--- src/rtl/exec_pkg.sv ---
// Shared definitions for the exec sequencer: opcodes, FSM states, default widths.
// Latency: n/a (package only).
// Backpressure: n/a (package only).
package exec_pkg;

  localparam int DATA_WIDTH_DEF = 16;
  localparam int ADRS_WIDTH_DEF = 3;

  localparam logic [2:0] OP_ADD = 3'b000;
  localparam logic [2:0] OP_SUB = 3'b001;
  localparam logic [2:0] OP_AND = 3'b010;
  localparam logic [2:0] OP_OR  = 3'b011;
  localparam logic [2:0] OP_XOR = 3'b100;
  localparam logic [2:0] OP_SHL = 3'b101;
  localparam logic [2:0] OP_SHR = 3'b110;
  localparam logic [2:0] OP_CMP = 3'b111;

  typedef enum logic [1:0] {
    ST_IDLE  = 2'd0,
    ST_READ  = 2'd1,
    ST_EXEC  = 2'd2,
    ST_WRITE = 2'd3
  } state_t;

endpackage

--- src/rtl/exec_alu.sv ---
// Combinational ALU: add/sub/logic/shift/compare with carry (borrow for sub/cmp).
// Latency: 0 cycles, purely combinational.
// Backpressure: none; output follows inputs.
module exec_alu
  import exec_pkg::*;
#(
  parameter int DATA_WIDTH = DATA_WIDTH_DEF
) (
  input  logic [DATA_WIDTH-1:0] a,
  input  logic [DATA_WIDTH-1:0] b,
  input  logic [2:0]            opcode,
  output logic [DATA_WIDTH-1:0] y,
  output logic                  carry
);

  logic [DATA_WIDTH:0] sum;

  // Select the operation; carry is the add carry-out or the subtract borrow.
  always_comb begin
    y     = '0;
    carry = 1'b0;
    sum   = '0;
    case (opcode)
      OP_ADD: begin
        sum   = {1'b0, a} + {1'b0, b};
        y     = sum[DATA_WIDTH-1:0];
        carry = sum[DATA_WIDTH];
      end
      OP_SUB, OP_CMP: begin
        y     = a - b;
        carry = (a < b);
      end
      OP_AND: y = a & b;
      OP_OR:  y = a | b;
      OP_XOR: y = a ^ b;
      OP_SHL: y = a << b[3:0];
      OP_SHR: y = a >> b[3:0];
      default: y = '0;
    endcase
  end

endmodule

--- src/rtl/exec_sequencer.sv ---
// Four-state sequencer driving a register file and ALU (IDLE/READ/EXEC/WRITE); flags gated by EXEC_FLAGS_EN.
// Latency: done pulses in the third cycle after the accepting edge; one instruction per 4 cycles.
// Backpressure: instr_ready high only in IDLE; inputs are ignored everywhere else.
module exec_sequencer
  import exec_pkg::*;
#(
  parameter int DATA_WIDTH = DATA_WIDTH_DEF,
  parameter int ADRS_WIDTH = ADRS_WIDTH_DEF
) (
  input  logic                  clock,
  input  logic                  reset_n,
  input  logic                  instr_valid,
  output logic                  instr_ready,
  input  logic [2:0]            opcode,
  input  logic [ADRS_WIDTH-1:0] rd_adrs,
  input  logic [ADRS_WIDTH-1:0] ra_adrs,
  input  logic [ADRS_WIDTH-1:0] rb_adrs,
  output logic                  rf_enable,
  output logic                  rf_wr_en,
  output logic [ADRS_WIDTH-1:0] rf_rd_adrs,
  output logic [ADRS_WIDTH-1:0] rf_ra_adrs,
  output logic [ADRS_WIDTH-1:0] rf_rb_adrs,
  output logic [DATA_WIDTH-1:0] rf_data_in,
  input  logic [DATA_WIDTH-1:0] rf_ra_out,
  input  logic [DATA_WIDTH-1:0] rf_rb_out,
  output logic                  done,
  output logic [DATA_WIDTH-1:0] result,
  output logic                  zero_flag,
  output logic                  carry_flag
);

  state_t                state;
  logic [2:0]            op_q;
  logic [ADRS_WIDTH-1:0] rd_q;
  logic [DATA_WIDTH-1:0] alu_y;
  logic                  alu_carry;

  // Operands come straight from the register file's registered read ports.
  exec_alu #(.DATA_WIDTH(DATA_WIDTH)) u_alu (
    .a      (rf_ra_out),
    .b      (rf_rb_out),
    .opcode (op_q),
    .y      (alu_y),
    .carry  (alu_carry)
  );

`ifndef EXEC_FLAGS_EN
  logic flags_unused;
  assign flags_unused = alu_carry;
  assign zero_flag    = 1'b0;
  assign carry_flag   = 1'b0;
`endif

  // Sequencer FSM: every output is registered and set up one state ahead.
  always_ff @(posedge clock or negedge reset_n) begin
    if (!reset_n) begin
      state       <= ST_IDLE;
      instr_ready <= 1'b1;
      op_q        <= '0;
      rd_q        <= '0;
      rf_enable   <= 1'b0;
      rf_wr_en    <= 1'b0;
      rf_rd_adrs  <= '0;
      rf_ra_adrs  <= '0;
      rf_rb_adrs  <= '0;
      rf_data_in  <= '0;
      done        <= 1'b0;
      result      <= '0;
`ifdef EXEC_FLAGS_EN
      zero_flag   <= 1'b0;
      carry_flag  <= 1'b0;
`endif
    end else begin
      case (state)
        ST_IDLE: begin
          done <= 1'b0;
          if (instr_valid && instr_ready) begin
            op_q        <= opcode;
            rd_q        <= rd_adrs;
            rf_ra_adrs  <= ra_adrs;
            rf_rb_adrs  <= rb_adrs;
            rf_enable   <= 1'b1;
            rf_wr_en    <= 1'b0;
            instr_ready <= 1'b0;
            state       <= ST_READ;
          end
        end
        ST_READ: begin
          // Register file captures operands on this closing edge.
          rf_enable <= 1'b0;
          state     <= ST_EXEC;
        end
        ST_EXEC: begin
          result     <= alu_y;
          rf_data_in <= alu_y;
          rf_rd_adrs <= rd_q;
`ifdef EXEC_FLAGS_EN
          zero_flag  <= (alu_y == '0);
          carry_flag <= alu_carry;
`endif
          // CMP only updates flags; it never touches the register file.
          rf_enable  <= (op_q != OP_CMP);
          rf_wr_en   <= (op_q != OP_CMP);
          done       <= 1'b1;
          state      <= ST_WRITE;
        end
        ST_WRITE: begin
          rf_enable   <= 1'b0;
          rf_wr_en    <= 1'b0;
          done        <= 1'b0;
          instr_ready <= 1'b1;
          state       <= ST_IDLE;
        end
        default: state <= ST_IDLE;
      endcase
    end
  end

endmodule

--- config.mk ---
export PLATFORM = sky130hd
export DESIGN_NAME = exec_sequencer
export DESIGN_NICKNAME = d
export VERILOG_FILES = /design/src/rtl/exec_pkg.sv /design/src/rtl/exec_alu.sv /design/src/rtl/exec_sequencer.sv
export SDC_FILE = /design/constraint.sdc
export NUM_CORES = 1
export LEC_CHECK = 0
export CAP_MARGIN = 20
export CORE_ASPECT_RATIO = 0.75
export CORE_MARGIN = 2
export CORE_UTILIZATION = 54
export CTS_CLUSTER_DIAMETER = 80
export CTS_CLUSTER_SIZE = 25
export DETAILED_ROUTE_END_ITERATION = 6
export HOLD_SLACK_MARGIN = 0.02
export PLACE_DENSITY = 0.91
export RECOVER_POWER = 50
export SKIP_CTS_REPAIR_TIMING = 1
export SLEW_MARGIN = 25
export SYNTH_ARGS = -nofsm -noshare
export SYNTH_HDL_FRONTEND = slang
export SYNTH_SLANG_ARGS = --single-unit
--- constraint.sdc ---
create_clock -name clock -period 4.8 [get_ports clock]
set_input_delay 0.72 -clock clock [delete_from_list [all_inputs] [get_ports clock]]
set_output_delay 0.72 -clock clock [all_outputs]
set_load 0.02 [all_outputs]
Word-level counts from Yosys, hierarchy flattened
Cells that the tools add are included.
{"block": "classes", "shifts": 2, "n_bitwise": 3, "eq_ne": 12, "muxes": 9, "n_addsub": 2, "n_reduce_logical": 12}
{"operator": "16-bit case mux with 7 select lines", "count": 1}
{"operator": "16-bit adder", "count": 1}
{"operator": "16-bit AND", "count": 1}
{"operator": "16-bit bitwise OR", "count": 1}
{"operator": "16-bit by 4-bit << shifter with 16-bit output", "count": 1}
{"operator": "16-bit by 4-bit >> shifter with 16-bit output", "count": 1}
{"operator": "16-bit subtractor", "count": 1}
{"operator": "16-bit bitwise XOR", "count": 1}
{"operator": "3-bit equality test, second input constant", "count": 4}
{"operator": "2-bit case mux with 4 select lines", "count": 1}
{"operator": "3-bit by 2-bit equality test with 1-bit output, second input constant", "count": 2}
{"operator": "1-bit case mux with 3 select lines", "count": 2}
{"operator": "2-bit AND reduction", "count": 3}
{"operator": "2-bit OR reduction", "count": 3}
{"operator": "2-bit equality test, second input constant", "count": 2}
{"operator": "1-bit case mux with 2 select lines", "count": 2}
{"operator": "2-bit nonzero test", "count": 2}
{"operator": "3-bit by 1-bit equality test with 1-bit output, second input constant", "count": 1}
{"operator": "3-bit logical NOT", "count": 1}
{"operator": "3-bit inequality test, second input constant", "count": 1}
{"operator": "3-bit nonzero test", "count": 1}
{"operator": "2-bit by 1-bit equality test with 1-bit output, second input constant", "count": 1}
{"operator": "2-bit logical NOT", "count": 1}
{"operator": "1-bit two-way mux", "count": 2}
{"operator": "3 further kinds", "count": 3}
{"block": "word_totals", "out_inout_bits": 47, "register_bits": 37, "input_bits": 47}

Depth between registers and ports, before layout
Gate-level depths: netlist (run 1).
{"block": "depth", "word_depth": 3, "depth_mapped": 16, "mapped_depth_nobuf": 13}

Modules after synthesis
From an unflattened synthesis (run 1), not the netlist that was laid out.
{"block": "hier_totals", "cells_unflattened": 662, "hier_area_um2": 5352.6}
{"mod": "exec_alu", "instances": 1, "cells_per_inst": 545, "seq_area_each_um2": 0.0, "area_each_um2": 3669.8}
{"mod": "exec_sequencer", "instances": 1, "cells_per_inst": 117, "seq_area_each_um2": 927.1, "area_each_um2": 1682.9}

Least setup slack after synthesis (run 1)
Ideal clock, no wire load.
{"block": "synth_path", "path_type": "input -> register", "from": "input port rf_rb_out[0]", "to": "register result[11]", "t_arrival_ps": 3656, "required_ps": 4713, "setup_slack_ps": 1057, "stages": 15, "path_cell_list": "buf_6 > buf_6 > buf_2 > inv_1 > ha_1 > nor2b_1 > a41oi_1 > xnor2_1 > ha_1 > and2_1 > nor4_2 > a21oi_1 > a221o_1 > a2111o_1 > o211ai_1"}
{"block": "synth_between", "elab_chain_cells": 2, "elab_cells_between_ends": 5, "cone_classes": "2 x add/sub; 2 x shift; 1 x mux"}
{"element": "start: declaration", "line_no": "exec_sequencer.sv:25", "source": "input logic [DATA_WIDTH-1:0] rf_rb_out,"}
{"element": "16-bit subtractor, or another cell as far along", "line_no": "exec_alu.sv:30", "source": "y = a - b;"}
{"element": "16-bit case mux with 7 select lines (*)", "line_no": "exec_alu.sv:23", "source": "case (opcode)"}
{"element": "end signal: assignment", "line_no": "exec_sequencer.sv:94", "source": "result <= alu_y;"}
{"element": "end: declaration", "line_no": "exec_sequencer.sv:27", "source": "output logic [DATA_WIDTH-1:0] result,"}
Every way passes the cells marked *; elsewhere a longest branch is shown, timed or not.
A chain may end at the register's enable or synchronous reset.

Final worst setup path (run 1)
{"block": "layout_path", "from": "register op_q[2]", "to": "register result[11]"}
{"block": "layout_between", "elab_chain_cells": 3, "elab_cells_between_ends": 10, "cone_classes": "7 x eq/ne; 1 x mux; 2 x reduce/logical"}
{"element": "start: declaration", "line_no": "exec_sequencer.sv:33", "source": "logic [2:0] op_q;"}
{"element": "start signal: assignment", "line_no": "exec_sequencer.sv:78", "source": "op_q <= opcode;"}
{"element": "3-bit by 1-bit equality test with 1-bit output or 3-bit equality test (tied branches)", "line_no": "exec_alu.sv:23"}
{"element": "2-bit OR reduction", "line_no": "exec_alu.sv:23"}
{"element": "16-bit case mux with 7 select lines (*)", "line_no": "exec_alu.sv:23"}
Marks and branches as above.

==> flow_metrics.py, run 1 <==
metrics = {
    "timing": {
        "tns_ns": 0,
        "rsz0062_at_grt": "no",
        "worst_pin_slew_ns": 2.05,
        "slew_violations": 38,
        "fin_hold_ws_ns": 0.509,
        "hold_viol_final": 0,
        "finalSetupViolCount": 0,
        "relSlewSlack_pct": -36.5,
        "period_needed_ns": 3.78,
        "period_share_pct": 78.6,
        "fmax_ghz": 0.265,
        "clock_skew_ns": 0.0113,
    },
    "pwr": {
        "power_frac_seq_pct": 16.7,
        "vdd.ir_drop.worst_uv": 259,
        "power_mw": 3.64,
        "p_leak_nw": 2.55,
        "switching_power_mw": 1.83,
        "combPwrFrac_pct": 74.3,
        "clkPwrFrac_pct": 9.0,
        "switching_share_pct": 50.3,
        "p_int_mw": 1.81,
        "p_per_area_mw_per_mm2": 614,
    },
    "placed_design": {
        "io_buffers": 91,
        "placedCellCount": 739,
        "place_congestion": 1.03,
        "hpwl_mm": 13.5,
    },
    "route": {
        "drtIter0Drc": 689,
        "vias": 5060,
        "ant_nets": 0,
        "avgViaCountPerCell": 6.77,
        "routedWlPerCell_microns": 23.2,
        "wirelength_mm": 17.3,
        "drc": 0,
        "drt_pass1_iterations": 6,
    },
    "critical_path": {
        "crit_path_start_kind": "flip-flop",
        "crit_fanout": 8,
        "crit_required_ns": 5.01,
        "cp-end-kind": "flip-flop",
        "critPathArrivalTime_ns": 3.98,
        "path_class": "flip-flop to flip-flop",
    },
    "cells_and_area": {
        "final_cell_count_no_fill": 747,
        "area_growth_pct": 19.5,
        "n_antenna_cell": 0,
        "drive_gt1_share_pct": 11.8,
        "final_common_cell": "clkdlybuf4s50_1",
        "most-common-layout-cells": "72 x clkdlybuf4s50_1, 61 x nor2_1, 55 x ha_1",
        "multi_input_area_sq_mm": 0.00358,
        "ff_latch_area_sq_um": 927,
        "fillers": 765,
        "layout.nets": 737,
    },
    "die": {
        "start_util_pct": 55.1,
        "die_h_microns": 87.0,
        "core_region_area_sq_mm": 0.00901,
        "fp.dieArea_sq_mm": 0.00999,
        "ioPinCount": 94,
        "rows": 30,
        "die_width_microns": 115,
    },
    "clock_tree": {
        "h-tree-depth": 2,
        "cts_buffer_depth": 2,
        "cts_root_buffer": "clkbuf_16",
        "cts.sinks": 37,
        "clkLatencyLatePin_ns": 0.29,
        "clkTransAtPathRegs_ns": 0.07,
        "cts_buffers": 5,
        "tritoncts": "done",
    },
    "logic_synthesis": {
        "avgSynthCellArea_sq_um": 8.65,
        "async_reset_ff_share_pct": 100,
        "synth_enable_flop_cells": 0,
        "yosysUniqueCellTypes": 76,
        "synth_seq_cells": 37,
        "syn_area_sq_mm": 0.00496,
        "synthFlopType": "dfrtp_1",
        "yosysWarnings": 0,
        "synthCells": 574,
        "yosysSeqAreaShare_pct": 18.7,
    },
    "global_routing": {
        "grt_usage_pct": 34.9,
        "antenna_found_initial": 0,
        "grt.overflow.total": 0,
        "grt_max_degree": 43,
        "grt_pass1_vias": 4813,
        "grt_pass1_wl_mm": 26.6,
    },
    "status": {
        "violations": "max-capacitance violations, max-slew violations",
        "outcome": "complete, but fails checks",
    },
    "job": {
        "cap_violations": 1,
    },
    "min_path": {
        "hold_path_class": "flip-flop to flip-flop",
    },
}
[routing by layer]
| metal | wire (microns) | global-route usage (%) |
|---|---|---|
| met4 | 411 | 9.20 |
| met2 | 7650 | 54.1 |
| met1 | 6920 | 49.1 |
| met5 | 0 | 0 |
| met3 | 2360 | 8.21 |
[worst max-delay path, cell delays in order (launching register included)]
cell and delay [ns]:
dfrtp_1 0.52, nor2b_1 0.28, nor3b_2 0.64, mux2i_1 0.41, ha_1 0.30, nor2b_1 0.16
o31ai_1 0.29, a21oi_1 0.18, a221o_1 0.40, a2111o_1 0.42, o211ai_1 0.09
[power by group through the flow]
stage | clock network (mW) | registers (mW) | logic (mW)
final | 0.328 | 0.609 | 2.70
after global routing | 0.343 | 0.625 | 2.87
after CTS | 0.331 | 0.612 | 2.66
after detailed placement | 0 | 0.616 | 2.64
after global placement | 0 | 0.593 | 2.57
after floorplan | 0 | 0.726 | 1.65
[final cells by class]
cell class	count	area share, %
Clock buffer	5	2.11
Clock inverter	3	0.359
Inverter	41	2.59
Multi-Input combinational cell	447	60.4
Sequential cell	37	15.6
Tap cell	112	2.36
Timing Repair Buffer	102	16.5
[through the flow]
step / worst slack [ns] / area (sq um) / util [%]
2_1_floorplan: 1.06 / 4970 / -
3_3_place_gp: 0.837 / 5790 / 64.3
3_5_place_dp: 0.755 / 5790 / 64.3
4_1_cts: 1.06 / 5940 / 65.9
5_1_grt: 0.633 / 5930 / 65.8
6_report: 1.02 / 5930 / 65.8
[worst paths after layout]
| path | from | cells after the start | endpoint | slack [ns] |
|---|---|---|---|---|
| max | op_q[2] | 10 | result[11] | 1.02 |
| min | rf_rb_adrs[1] | 1 | rf_rb_adrs[1] | 0.51 |
| min in group asynchronous | reset_n | 1 | rf_ra_adrs[2] | 1.02 |
| min reg2reg | rf_rb_adrs[1] | 1 | rf_rb_adrs[1] | 0.51 |
| max in group asynchronous | reset_n | 1 | result[2] | 2.61 |
| max reg2reg | op_q[2] | 10 | result[11] | 1.02 |
[kinds of logic after synthesis]
| group | share of synthesized area (%) |
|---|---|
| AO/OA/AOI/OAI | 24.7 |
| XOR/XNOR | 3.88 |
| adder cells (fa/ha/maj) | 14.3 |
| buffers and inverters | 9.20 |
| flip-flops | 18.7 |
| multiplexers | 15.4 |
| other | 0.0755 |
| AND/OR/NAND/NOR | 13.8 |
[state kept, by name, summed over array words and instances, names as in the netlist]
name	cells
rf_rb_adrs	3
rd_q	3
done	1
result	16
op_q	3
rf_wr_en	1
state	2
instr_ready	1
rf_rd_adrs	3
rf_enable	1
rf_ra_adrs	3
[cells in the mapped netlist, types with 4 or more instances]
cell type	instances	area share (%)
nor2_1	61	4.6
ha_1	55	14
inv_1	39	2.9
dfrtp_1	36	18
a21oi_1	34	3.4
mux2_2	27	6.1
o21ai_0	23	2.3
mux2i_1	20	4.0
buf_4	19	2.9
nand2_1	19	1.4
xnor2_1	19	3.4
nor3_1	14	1.4
a211oi_1	13	2.0
clkbuf_1	13	0.98
a22oi_1	10	1.5
buf_2	10	1.0
a21o_1	8	1.2
mux4_2	8	3.6
nand2b_1	8	1.0
a31oi_1	7	0.88
o211ai_1	7	1.1
o22ai_1	7	0.88
nand3_1	6	0.60
o221ai_1	6	1.1
a211o_1	5	0.88
a221oi_1	5	0.88
buf_1	5	0.38
o31ai_1	5	0.76
a221o_1	4	0.81
mux2_4	4	1.2
nor2b_1	4	0.50
o21a_1	4	0.60
Power figures use the tool's default switching activity.
==> inputs of run 2 (changes only) <==
==> constraint.sdc (replaced) <==
create_clock -name clock -period 3.8 [get_ports clock]
set_input_delay 0.57 -clock clock [delete_from_list [all_inputs] [get_ports clock]]
set_output_delay 0.57 -clock clock [all_outputs]
set_load 0.02 [all_outputs]
==> run 2 against run 1 <==
Compared with the run above: the flow still finishes with violations (max-capacitance violations, max-slew violations); first-iteration DRC count down 19%; core utilization increased by 3.3 points; setup slack got worse by 0.77 ns; design area rose by 5.0%; largest cell class unchanged; highest routed layer unchanged.
==> flow_metrics.py, run 2 (synthesis gave the netlist of run 1 again) <==
metrics = {
    "status": {
        "outcome": "complete, but fails checks",
        "violations": "max-capacitance violations, max-slew violations",
    },
    "timing": {
        "finalSetupViolCount": 0,
        "rsz0062_at_grt": "no",
        "fmax_ghz": 0.282,
        "clock_skew_ns": 0.0104,
        "slew_violations": 38,
        "period_needed_ns": 3.54,
        "worst_pin_slew_ns": 2.07,
        "hold_viol_final": 0,
        "period_share_pct": 93.2,
        "tns_ns": 0,
        "relSlewSlack_pct": -38.3,
        "fin_ws_ns": 0.257,
    },
    "clock_tree": {
        "cts_buffer_depth": 2,
        "cts_root_buffer": "clkbuf_16",
        "clkTransAtPathRegs_ns": 0.06,
        "cts_buffers": 5,
        "h-tree-depth": 2,
        "tritoncts": "done",
        "clkLatencyLatePin_ns": 0.28,
        "cts.sinks": 37,
    },
    "critical_path": {
        "critPathSlowestCell": "or4_1",
        "crit_required_ns": 4.01,
        "cp-end-kind": "flip-flop",
        "crit_chain": "clkdlybuf4s50_1, inv_2, ha_1, nor2b_2, nand3_1, o41ai_1, xnor2_1, ha_1, and3_1, o311ai_0, a21oi_1, o31ai_1, or4_1, o211ai_2",
        "path_class": "input port to flip-flop",
        "crit_path_max_incr_delay_ns": 0.50,
        "crit_fanout": 4,
        "crit_top_cell": "ha_1",
        "critPathBufInv": 2,
        "critPathArrivalTime_ns": 3.75,
        "crit_path_start_kind": "input port",
        "cp_top_family": "simple AND/OR/NAND/NOR gates",
    },
    "cells_and_area": {
        "regMostFlops": "result",
        "fin_area_sq_mm": 0.00622,
        "post-route-util_pct": 69.1,
        "most-common-layout-cells": "75 x clkdlybuf4s50_1, 61 x nor2_1, 55 x ha_1",
        "ff_latch_area_sq_um": 927,
        "fillers": 714,
        "final_common_cell": "clkdlybuf4s50_1",
        "area_growth_pct": 25.4,
        "multi_input_area_sq_mm": 0.00359,
        "layout.nets": 774,
        "largest_reg_flops": 16,
        "n_antenna_cell": 0,
        "drive_gt1_share_pct": 16.5,
    },
    "pwr": {
        "combPwrFrac_pct": 74.7,
        "power_frac_seq_pct": 15.6,
        "switching_share_pct": 48.1,
        "switching_power_mw": 2.34,
        "vdd.ir_drop.worst_uv": 328,
        "p_leak_nw": 2.73,
        "p_int_mw": 2.52,
        "clkPwrFrac_pct": 9.7,
        "power_mw": 4.86,
        "p_per_area_mw_per_mm2": 781,
    },
    "global_routing": {
        "grt_pass1_vias": 4960,
        "grt_usage_pct": 35.2,
        "grt_max_degree": 38,
        "grt_pass1_wl_mm": 27.2,
        "grt.overflow.total": 0,
        "antenna_found_initial": 0,
    },
    "route": {
        "vias": 5201,
        "drt_pass1_iterations": 5,
        "ant_nets": 0,
        "drtIter0Drc": 561,
        "wirelength_mm": 17.4,
        "drc": 0,
        "avgViaCountPerCell": 6.63,
        "routedWlPerCell_microns": 22.2,
    },
    "die": {
        "die_h_microns": 87.0,
        "start_util_pct": 55.1,
        "rows": 30,
        "die_width_microns": 115,
        "core_region_area_sq_mm": 0.00901,
        "fp.dieArea_sq_mm": 0.00999,
        "ioPinCount": 94,
    },
    "placed_design": {
        "dp_worst_setup_slack_ns": -0.100,
        "hpwl_mm": 13.5,
        "place_congestion": 1.06,
        "io_buffers": 91,
        "postPlaceCellArea_sq_mm": 0.00607,
    },
    "min_path": {
        "hold_path_class": "flip-flop to flip-flop",
    },
    "job": {
        "cap_violations": 1,
    },
}
==> run 2: cell count changes in the layout (fill, tap and decap cells not counted), sizes merged <==
cell           previous run  this run
buf                      11        47
bufinv                    0         1
clkbuf                    7         9
clkdlybuf4s50            72        75
clkinvlp                  1         0
dlygate4sd3              17        14
inv                      42        41
==> run 2: worst paths after layout <==
kind,from,to,cells past startpoint,slack (ns)
setup / recovery,rf_rb_out[1],result[15],14,0.26
hold / removal,rf_enable,rf_enable,2,0.48
setup reg to reg,op_q[1],result[15],12,0.55
hold reg to reg,rf_enable,rf_enable,2,0.48
max in group asynchronous,reset_n,result[10],1,1.73
min in group asynchronous,reset_n,result[8],1,0.88
==> run 2: cell type report <==
type / count / share of cell area [%]
repair buffers: 139 / 20.1
well taps: 112 / 2.25
flip-flops and latches: 37 / 14.9
inverters: 41 / 2.47
clock buffers: 6 / 2.07
clock inverters: 2 / 0.563
multi-input cells: 447 / 57.6
==> run 2: metrics by stage <==
| step | hold slack, ns | instances |
|---|---|---|
| 3_3_place_gp | 0.462 | 776 |
| 5_1_grt | 0.507 | 784 |
| 4_1_cts | 0.426 | 784 |
| 6_report | 0.484 | 784 |
| 3_5_place_dp | 0.483 | 776 |
| 2_1_floorplan | 0.274 | 575 |
==> run 2: per-layer routing <==
layer | wire length (microns) | global-route usage (%)
met4 | 339 | 8.43
met1 | 6940 | 47.0
met3 | 2460 | 11.3
met2 | 7690 | 55.9
met5 | 0 | 0
==> run 2: worst min-delay path, delay by kind of cell (launching register included) <==
family,cells,cell delay [ns]
flip-flops,1,0.35
AND/OR/NAND/NOR,1,0.05
AO/OA/AOI/OAI,1,0.06
==> run 2: power groups by stage <==
stage	logic [mW]	clock network (mW)	registers, mW
floorplan	2.09	0	0.917
global placement	3.48	0	0.744
detailed placement	3.56	0	0.769
CTS	3.58	0.475	0.763
global route	3.87	0.495	0.784
finish	3.63	0.471	0.757
